[config.mk]
export PLATFORM = sky130hd
export DESIGN_NAME = ascon_duplex_engine
export DESIGN_NICKNAME = d
export VERILOG_FILES = /design/src/rtl/ascon_duplex_engine.sv
export SDC_FILE = /design/constraint.sdc
export NUM_CORES = 2
export LEC_CHECK = 0
export BUFFER_PORTS_ARGS = -buffer_cell sky130_fd_sc_hd__buf_2
export CAP_MARGIN = 20
export CORE_AREA = 2 2 303 305
export CTS_CLUSTER_DIAMETER = 40
export DETAILED_ROUTE_END_ITERATION = 8
export DIE_AREA = 0 0 305 307
export PLACE_DENSITY = 0.76
export SETUP_SLACK_MARGIN = 0.1
export SLEW_MARGIN = 15
export SYNTH_ARGS = -nofsm -noshare
export SYNTH_HDL_FRONTEND = slang
export SYNTH_SLANG_ARGS = --single-unit
[constraint.sdc]
create_clock -name clk -period 6.1 [get_ports clk]
set_input_delay 0.305 -clock clk [delete_from_list [all_inputs] [get_ports clk]]
set_output_delay 0.305 -clock clk [all_outputs]
set_load 0.02 [all_outputs]
[src/rtl/ascon_duplex_engine.sv]
// Iterative Ascon-style duplex AEAD engine. One permutation round runs per clock.
// Encrypt and decrypt stream blocks over valid/ready handshakes and finish with a tag.
module ascon_duplex_engine #(
    parameter int DATA_W   = 128,
    parameter int ROUNDS_A = 12,
    parameter int ROUNDS_B = 6
) (
    input  logic              clk,
    input  logic              rst_n,
    input  logic              start,
    input  logic              mode,
    input  logic [DATA_W-1:0] key,
    input  logic [DATA_W-1:0] nonce,
    input  logic [DATA_W-1:0] tag_in,
    input  logic              in_valid,
    output logic              in_ready,
    input  logic [DATA_W-1:0] in_data,
    input  logic              in_last,
    output logic              out_valid,
    input  logic              out_ready,
    output logic [DATA_W-1:0] out_data,
    output logic [DATA_W-1:0] tag_out,
    output logic              tag_valid,
    output logic              tag_ok,
    output logic              busy
);
    typedef enum logic [2:0] {IDLE, INIT, ABSORB, OUT, PERM_B, FINAL, DONE} state_t;

    localparam logic [3:0] RA = 4'(ROUNDS_A);
    localparam logic [3:0] RB = 4'(ROUNDS_B);

    state_t            state;
    logic [DATA_W-1:0] s, key_q, tag_in_q, s_rnd, tag_next;
    logic [3:0]        cnt, rounds, j;
    logic [7:0]        rc;
    logic              mode_q, last_q, last_round;

    function automatic logic [DATA_W-1:0] rotr(input logic [DATA_W-1:0] x, input int n);
        return (x >> n) | (x << (DATA_W - n));
    endfunction

    function automatic logic [DATA_W-1:0] round_fn(input logic [DATA_W-1:0] x, input logic [7:0] c);
        logic [DATA_W-1:0] t;
        t = x ^ {(DATA_W/8){c}};
        return t ^ rotr(t, 19) ^ rotr(t, 28) ^ (rotr(t, 1) & rotr(t, 2));
    endfunction

    // Round index is offset so the final round of every phase lands on j=11.
    always_comb begin
        rounds     = (state == PERM_B) ? RB : RA;
        j          = 4'd12 - rounds + cnt;
        rc         = {~j, j};
        last_round = (cnt == rounds - 4'd1);
        s_rnd      = round_fn(s, rc);
        tag_next   = s_rnd ^ key_q;
    end

    always_ff @(posedge clk) begin
        if (!rst_n) begin
            state     <= IDLE;
            s         <= '0;
            cnt       <= '0;
            key_q     <= '0;
            tag_in_q  <= '0;
            mode_q    <= 1'b0;
            last_q    <= 1'b0;
            out_data  <= '0;
            tag_out   <= '0;
            tag_ok    <= 1'b0;
            in_ready  <= 1'b0;
            out_valid <= 1'b0;
            tag_valid <= 1'b0;
            busy      <= 1'b0;
        end else begin
            tag_valid <= 1'b0;
            case (state)
                IDLE: if (start) begin
                    mode_q   <= mode;
                    key_q    <= key;
                    tag_in_q <= tag_in;
                    s        <= key ^ nonce;
                    cnt      <= '0;
                    tag_out  <= '0;
                    tag_ok   <= 1'b0;
                    busy     <= 1'b1;
                    state    <= INIT;
                end
                INIT: begin
                    if (last_round) begin
                        s        <= s_rnd ^ key_q;
                        cnt      <= '0;
                        in_ready <= 1'b1;
                        state    <= ABSORB;
                    end else begin
                        s   <= s_rnd;
                        cnt <= cnt + 4'd1;
                    end
                end
                ABSORB: if (in_valid) begin
                    out_data  <= s ^ in_data;
                    // Duplex state always carries the ciphertext, whichever direction.
                    s         <= mode_q ? in_data : (s ^ in_data);
                    last_q    <= in_last;
                    in_ready  <= 1'b0;
                    out_valid <= 1'b1;
                    state     <= OUT;
                end
                OUT: if (out_ready) begin
                    out_valid <= 1'b0;
                    if (last_q) begin
                        s     <= s ^ key_q;
                        state <= FINAL;
                    end else begin
                        state <= PERM_B;
                    end
                end
                PERM_B: begin
                    s <= s_rnd;
                    if (last_round) begin
                        cnt      <= '0;
                        in_ready <= 1'b1;
                        state    <= ABSORB;
                    end else begin
                        cnt <= cnt + 4'd1;
                    end
                end
                FINAL: begin
                    s <= s_rnd;
                    if (last_round) begin
                        cnt       <= '0;
                        tag_out   <= tag_next;
                        tag_ok    <= mode_q && (tag_next == tag_in_q);
                        tag_valid <= 1'b1;
                        state     <= DONE;
                    end else begin
                        cnt <= cnt + 4'd1;
                    end
                end
                DONE: begin
                    busy  <= 1'b0;
                    state <= IDLE;
                end
                default: state <= IDLE;
            endcase
        end
    end
endmodule

Word-level counts from Yosys, hierarchy flattened
Cells that the tools add are included.
Widths: inputs -> output; s select.

cells by class
  add/subtract/negate cells = 4
  equal/unequal tests = 14
  mux-type cells = 33
  bitwise logic cells = 14
  reduce and logical (&&, ||, !) cells = 21

operators by type and width
  operator            count
  $mux 128            8
  $xor 128x128->128   8
  $pmux 128 s5        1
  $pmux 128 s2        1
  $and 128x128->128   1
  $eq 128x128->1      1
  $or 100x128->128    1
  $or 109x128->128    1
  $or 126x128->128    1
  $or 127x128->128    1
  $mux 3              5
  $pmux 3 s5          1
  $mux 4              3
  $ne 2x2->1 const B  5
  $reduce_and 2->1    5
  $reduce_and 5->1    2
  $reduce_bool 2->1   5
  $eq 3x3->1 const B  3
  $mux 1              9
  $reduce_and 3->1    3
  $pmux 1 s2          4
  $pmux 4 s2          1
  $eq 3x2->1 const B  2
  $reduce_bool 5->1   1
  12 further kinds    13

word-level totals
  flip-flop bits (word level) = 654
  output and inout port bits = 261
  logic and storage cells = 100

Longest topological paths before layout
  depth after elaboration = 15
  depth in mapped cells = 24
  depth with buffers taken out = 14

Worst setup path after synthesis
Ideal clock, no wire load.

  path kind = reg-to-reg
  start point = reg state[1]
  end point = reg tag_ok
  setup time = 0.060 ns
  arrival time = 5.463 ns
  setup slack = 0.577 ns
  cell stages (with the launch flop) = 23
  path buffers = 8
  clock period less this slack = 5.523 ns
  cells stage by stage = dfxtp_1 -> buf_2 -> nor3b_2 -> buf_4 -> buf_6 -> buf_6 -> buf_6 -> buf_4 -> inv_1 -> ha_1 -> fa_1 -> buf_2 -> buf_4 -> xor2_1 -> nor2_1 -> xnor3_2 -> mux2i_1 -> o2111ai_1 -> or4_1 -> or4_1 -> or4_1 -> nor4_1 -> a41o_1

on the way
  cells in the longest elaborated chain, start to end = 15
  elaborated cells between the ends (all ways) = 27

RTL lines
  what                             RTL line  source
  start: declaration               32        state_t state;
  start signal: assignment         60        state <= IDLE;
  start signal: assignment         86        state <= INIT;
  start signal: assignment         93        state <= ABSORB;
  $eq 3x3->1                       50        rounds = (state == PERM_B) ? RB : RA;
  $mux 4                           50
  $sub 4x4->4                      51        j = 4'd12 - rounds + cnt;
  $add 4x4->4                      51
  $not 4->4                        52        rc = {~j, j};
  $xor 128x128->128                44        t = x ^ {(DATA_W/8){c}};
  $or 109x128->128                 39        return (x >> n) | (x << (DATA_W - n));
  $xor 128x128->128 (3 in series)  45        return t ^ rotr(t, 19) ^ rotr(t, 28) ^ (rotr(t, 1) & rotr(t, 2));
  $xor 128x128->128                55        tag_next = s_rnd ^ key_q;
  $eq 128x128->1                   132       tag_ok <= mode_q && (tag_next == tag_in_q);
  $logic_and 1x1->1                132
  $mux 1                           129       if (last_round) begin
  $pmux 1 s2                       76        case (state)
  end signal: assignment           132
  end: declaration                 24        output logic tag_ok,

Several ways; a longest one is shown, not always the timed one. The select of a mux whose other input is x is not followed.
A chain may end at the register's enable or synchronous reset.

Worst setup path after layout
  start point = reg state[2]
  end point = reg tag_ok

The elaborated chain is that of the path after synthesis.

==> summary.txt <==
Status
  • Status: complete, no violations

Drt
  • Vias: 51797
  • Total wire length: about 240000 um
  • ANT nets after route: 0
  • Detail-routed via count per cell: 6.373
  • 1st-iter DRT viols: approximately 7400
  • TritonRoute pass-1 iters: 7
  • DR WL/cell: 29.77 um
  • Drt drc: 0

Pwr
  • Logic pwr share: between 40% and 50%
  • Reg power frac: roughly a quarter
  • Clock power share: 30.7%
  • Maximum vdd drop: between 200 and 300 uV
  • P_sw: ~8.3 mW
  • Cell Pwr Density: around 340 mW/mm2
  • Switch share: 41.81%
  • Internal power: around 12 mW
  • LEAKAGE: between 20 and 25 nW

Clock network
  • Skew-Pair Late Insertion Delay: about 0.74 ns
  • CTS tree: done
  • Num CTS Buffers: a little over 100
  • Count of clock tree sinks: roughly 650
  • Root Buffer: clkbuf_16
  • H-tree levels: 3
  • CTS Buffer Depth: 3
  • Clock-pin slew on the worst setup and hold paths: ~0.060 ns

Synthesis
  • Area contributors post-synth: dfxtp_1 28%, xnor2_1 17%, a21oi_1 9.2%
  • Synth cell types: 83
  • Yosys reg bits: 654
  • Syn Std Cell Area: 0.04655 mm2
  • Post-synth EDFFs: 0
  • Syn avg cell area: 7.672 um2
  • Synth area leader: dfxtp_1
  • Post-Syn Instances: slightly above 6000
  • Synth async-reset ratio: 0%
  • Sequential area share after synthesis: approximately 28%
  • Share of the synthesized area in the top cell type: between 20% and 30%
  • Syn_nets: roughly 6600
  • YS warnings: 0
  • Most used DFF post-synth: dfxtp_1

STA
  • Worst Max-Slew Pin Slew: approximately 1.3 ns
  • Final Slew Violations: 0
  • Top achievable clock speed: between 150 and 200 MHz
  • Final hold viol count: 0
  • Final min period: around 5.6 ns
  • Setup repair after global routing missed its margin: no
  • TNS Setup: 0 ns
  • Final period utilization: 91.85%
  • Final hold slack: ~0.033 ns
  • Rel. slew slack: about 15%
  • Clk_skew: ~0.043 ns
  • Final worst slack: approximately 0.5 ns
  • Final setup fails: 0

Setup path
  • Worst EP required: slightly below 7 ns
  • CP endpoint kind: register
  • FF-to-FF setup slack: between 0.4 and 0.5 ns
  • Arr. time, crit path: 6.26 ns
  • CP Max Fanout: 14
  • Crit path launch type: register
  • Worst Setup Path Type: register to register

Global routing
  • Global-route wire length before repair: 340900 um
  • Vias in the first global route: just under 50000
  • Antenna violations before repair: 11
  • Gr usage total: 49.48%
  • GRT Residual Overflow: 0
  • Largest net degree at the start of global routing: about 190

Placement
  • Area after DPL: approximately 0.05 mm2
  • PortBufs: between 700 and 800
  • GPL Wtd Cong: 1.061
  • DP Worst Slack: roughly 0.68 ns
  • Placed cell count: around 7600
  • Hpwl dp: approximately 170000 um

Min path
  • Hold Crit Class: input pin to register

Layout
  • Fill cell count: around 7500
  • Register Area: about 0.013 mm2
  • Final std cell area, no fill: ~0.06 mm2
  • Final cell count without fillers: 8127
  • Multi-input gate area: between 0.03 and 0.04 mm2
  • Layout area overhead: 25.49%
  • Share of cells above drive strength 1: between 10% and 20%
  • Nets: 7377

Die
  • Die width: 305 um
  • Starting Density: approximately half
  • Ports: 780
  • FP Rows: about 110
  • Die area: ~0.094 mm2
  • Die Span Y: 307 um
  • Total core area: 0.09069 mm2

Run
  • MaxCap Viol Count: 0
## final timing paths
check,end,depth (start not counted),start
worst max-delay path,tag_ok$_SDFFE_PN0P_,16,state[2]$_SDFFE_PN0P_
worst min-delay path,out_data[96]$_SDFFE_PN0P_,3,in_data[96]
worst max register to register,tag_ok$_SDFFE_PN0P_,16,state[2]$_SDFFE_PN0P_
worst min register to register,tag_out[26]$_SDFFE_PN0P_,2,tag_out[26]$_SDFFE_PN0P_
## Yosys cell counts (69+ instances only)
cell,instances
xnor3_1,79
a221oi_1,121
buf_1,76
nand3_1,84
a311oi_1,76
xnor2_1,893
nor2b_1,151
a21oi_1,858
a211oi_1,149
dfxtp_1,654
o21bai_1,69
nand2_1,670
xor2_1,377
clkbuf_1,522
a31oi_1,69
nor2_1,706
## layer usage
metal / GRT usage, % / up-vias / routed length [um]
met1: 61.73 / 24600 / 90710
met2: 77.64 / 4043 / 105800
met4: 31.33 / 14 / 18250
met5: 0 / - / 83
li1: - / 22147 / -
met3: 10.73 / 993 / 27110
## flip-flops by register name (all words and copies together) (netlist names)
register	count
tag_ok	1
out_data	128
last_q	1
key_q	128
out_valid	1
cnt	4
s	128
tag_valid	1
tag_in_q	128
tag_out	128
state	3
busy	1
mode_q	1
in_ready	1
## placed cells by master, fill, tap and decap left out, drive strengths merged, types with 23 or more instances in the layout
master       instances
nand3               84
xnor2              895
a221oi             121
nor2               707
a31oi               69
nand2              670
buf                933
o21a                37
clkbuf             127
o21ai               51
nor2b              151
xor2               377
a211oi             149
inv                 54
a311oi              76
dfxtp              654
clkinv              31
dlygate4sd3        385
o21bai              69
xnor3               81
nand4               23
a21oi              858
nor3                46
## per-stage QoR
| stage | power, mW | util [%] |
|---|---|---|
| detailed placement | 13.17 | 56.23 |
| global route | 20.20 | 64.41 |
| global placement | 13.16 | 56.23 |
| CTS | 19.39 | 64.41 |
| floorplan | 9.989 | - |
| finish | 19.78 | 64.42 |
## timing repair
action | 4_1_cts | 5_1_grt
hold endpoints to repair | 386 | 0
hold buffers | 385 | 0
buffers inserted | 0 | 0
setup endpoints to repair | 0 | 0
resized for setup | 0 | 0
## power by group through the flow
| stage | clock, mW | sequential [mW] | combinational [mW] |
|---|---|---|---|
| floorplan | 0 | 4.67 | 5.32 |
| global placement | 0 | 5.25 | 7.92 |
| detailed placement | 0 | 5.25 | 7.92 |
| CTS | 6.06 | 5.16 | 8.18 |
| global route | 6.26 | 5.19 | 8.75 |
| finish | 6.07 | 5.21 | 8.50 |
## critical path, cell delays in order (launching register included)
cell and delay [ns]:
dfxtp_4 0.37, nor3b_4 0.20, inv_1 0.10, ha_2 0.28, fa_2 0.92, buf_4 0.25, buf_12 0.18, xor2_1 0.51
xnor2_1 0.23, xnor3_1 0.39, nor2b_1 0.07, a2111oi_0 0.42, nand4_1 0.19, or4_1 0.45, or4_1 0.46, nor4_1 0.36
a41o_1 0.13
## area by class of cell
type	instances	area share (%)
multi-input combinational	4738	52.87
sequential	654	22.44
timing repair buffer	1318	15.76
clock buffer	127	4.770
tap	1186	2.540
clock inverter	61	1.332
inverter	41	0.2806
antenna	2	0.008567
## cells by family (layout without fill, tap and decap cells)
group,after synthesis,after routing,share of synthesized area (%)
adder cells (fa/ha/maj),3,3,0.09675
buffers and inverters,676,1547,5.676
AO/OA/AOI/OAI,1553,1553,20.81
AND/OR/NAND/NOR,1811,1811,16.81
multiplexers,12,12,0.2634
other,0,2,0
flip-flops,654,654,28.12
XOR/XNOR,1359,1359,28.22
(Power assumes the default switching activity.)
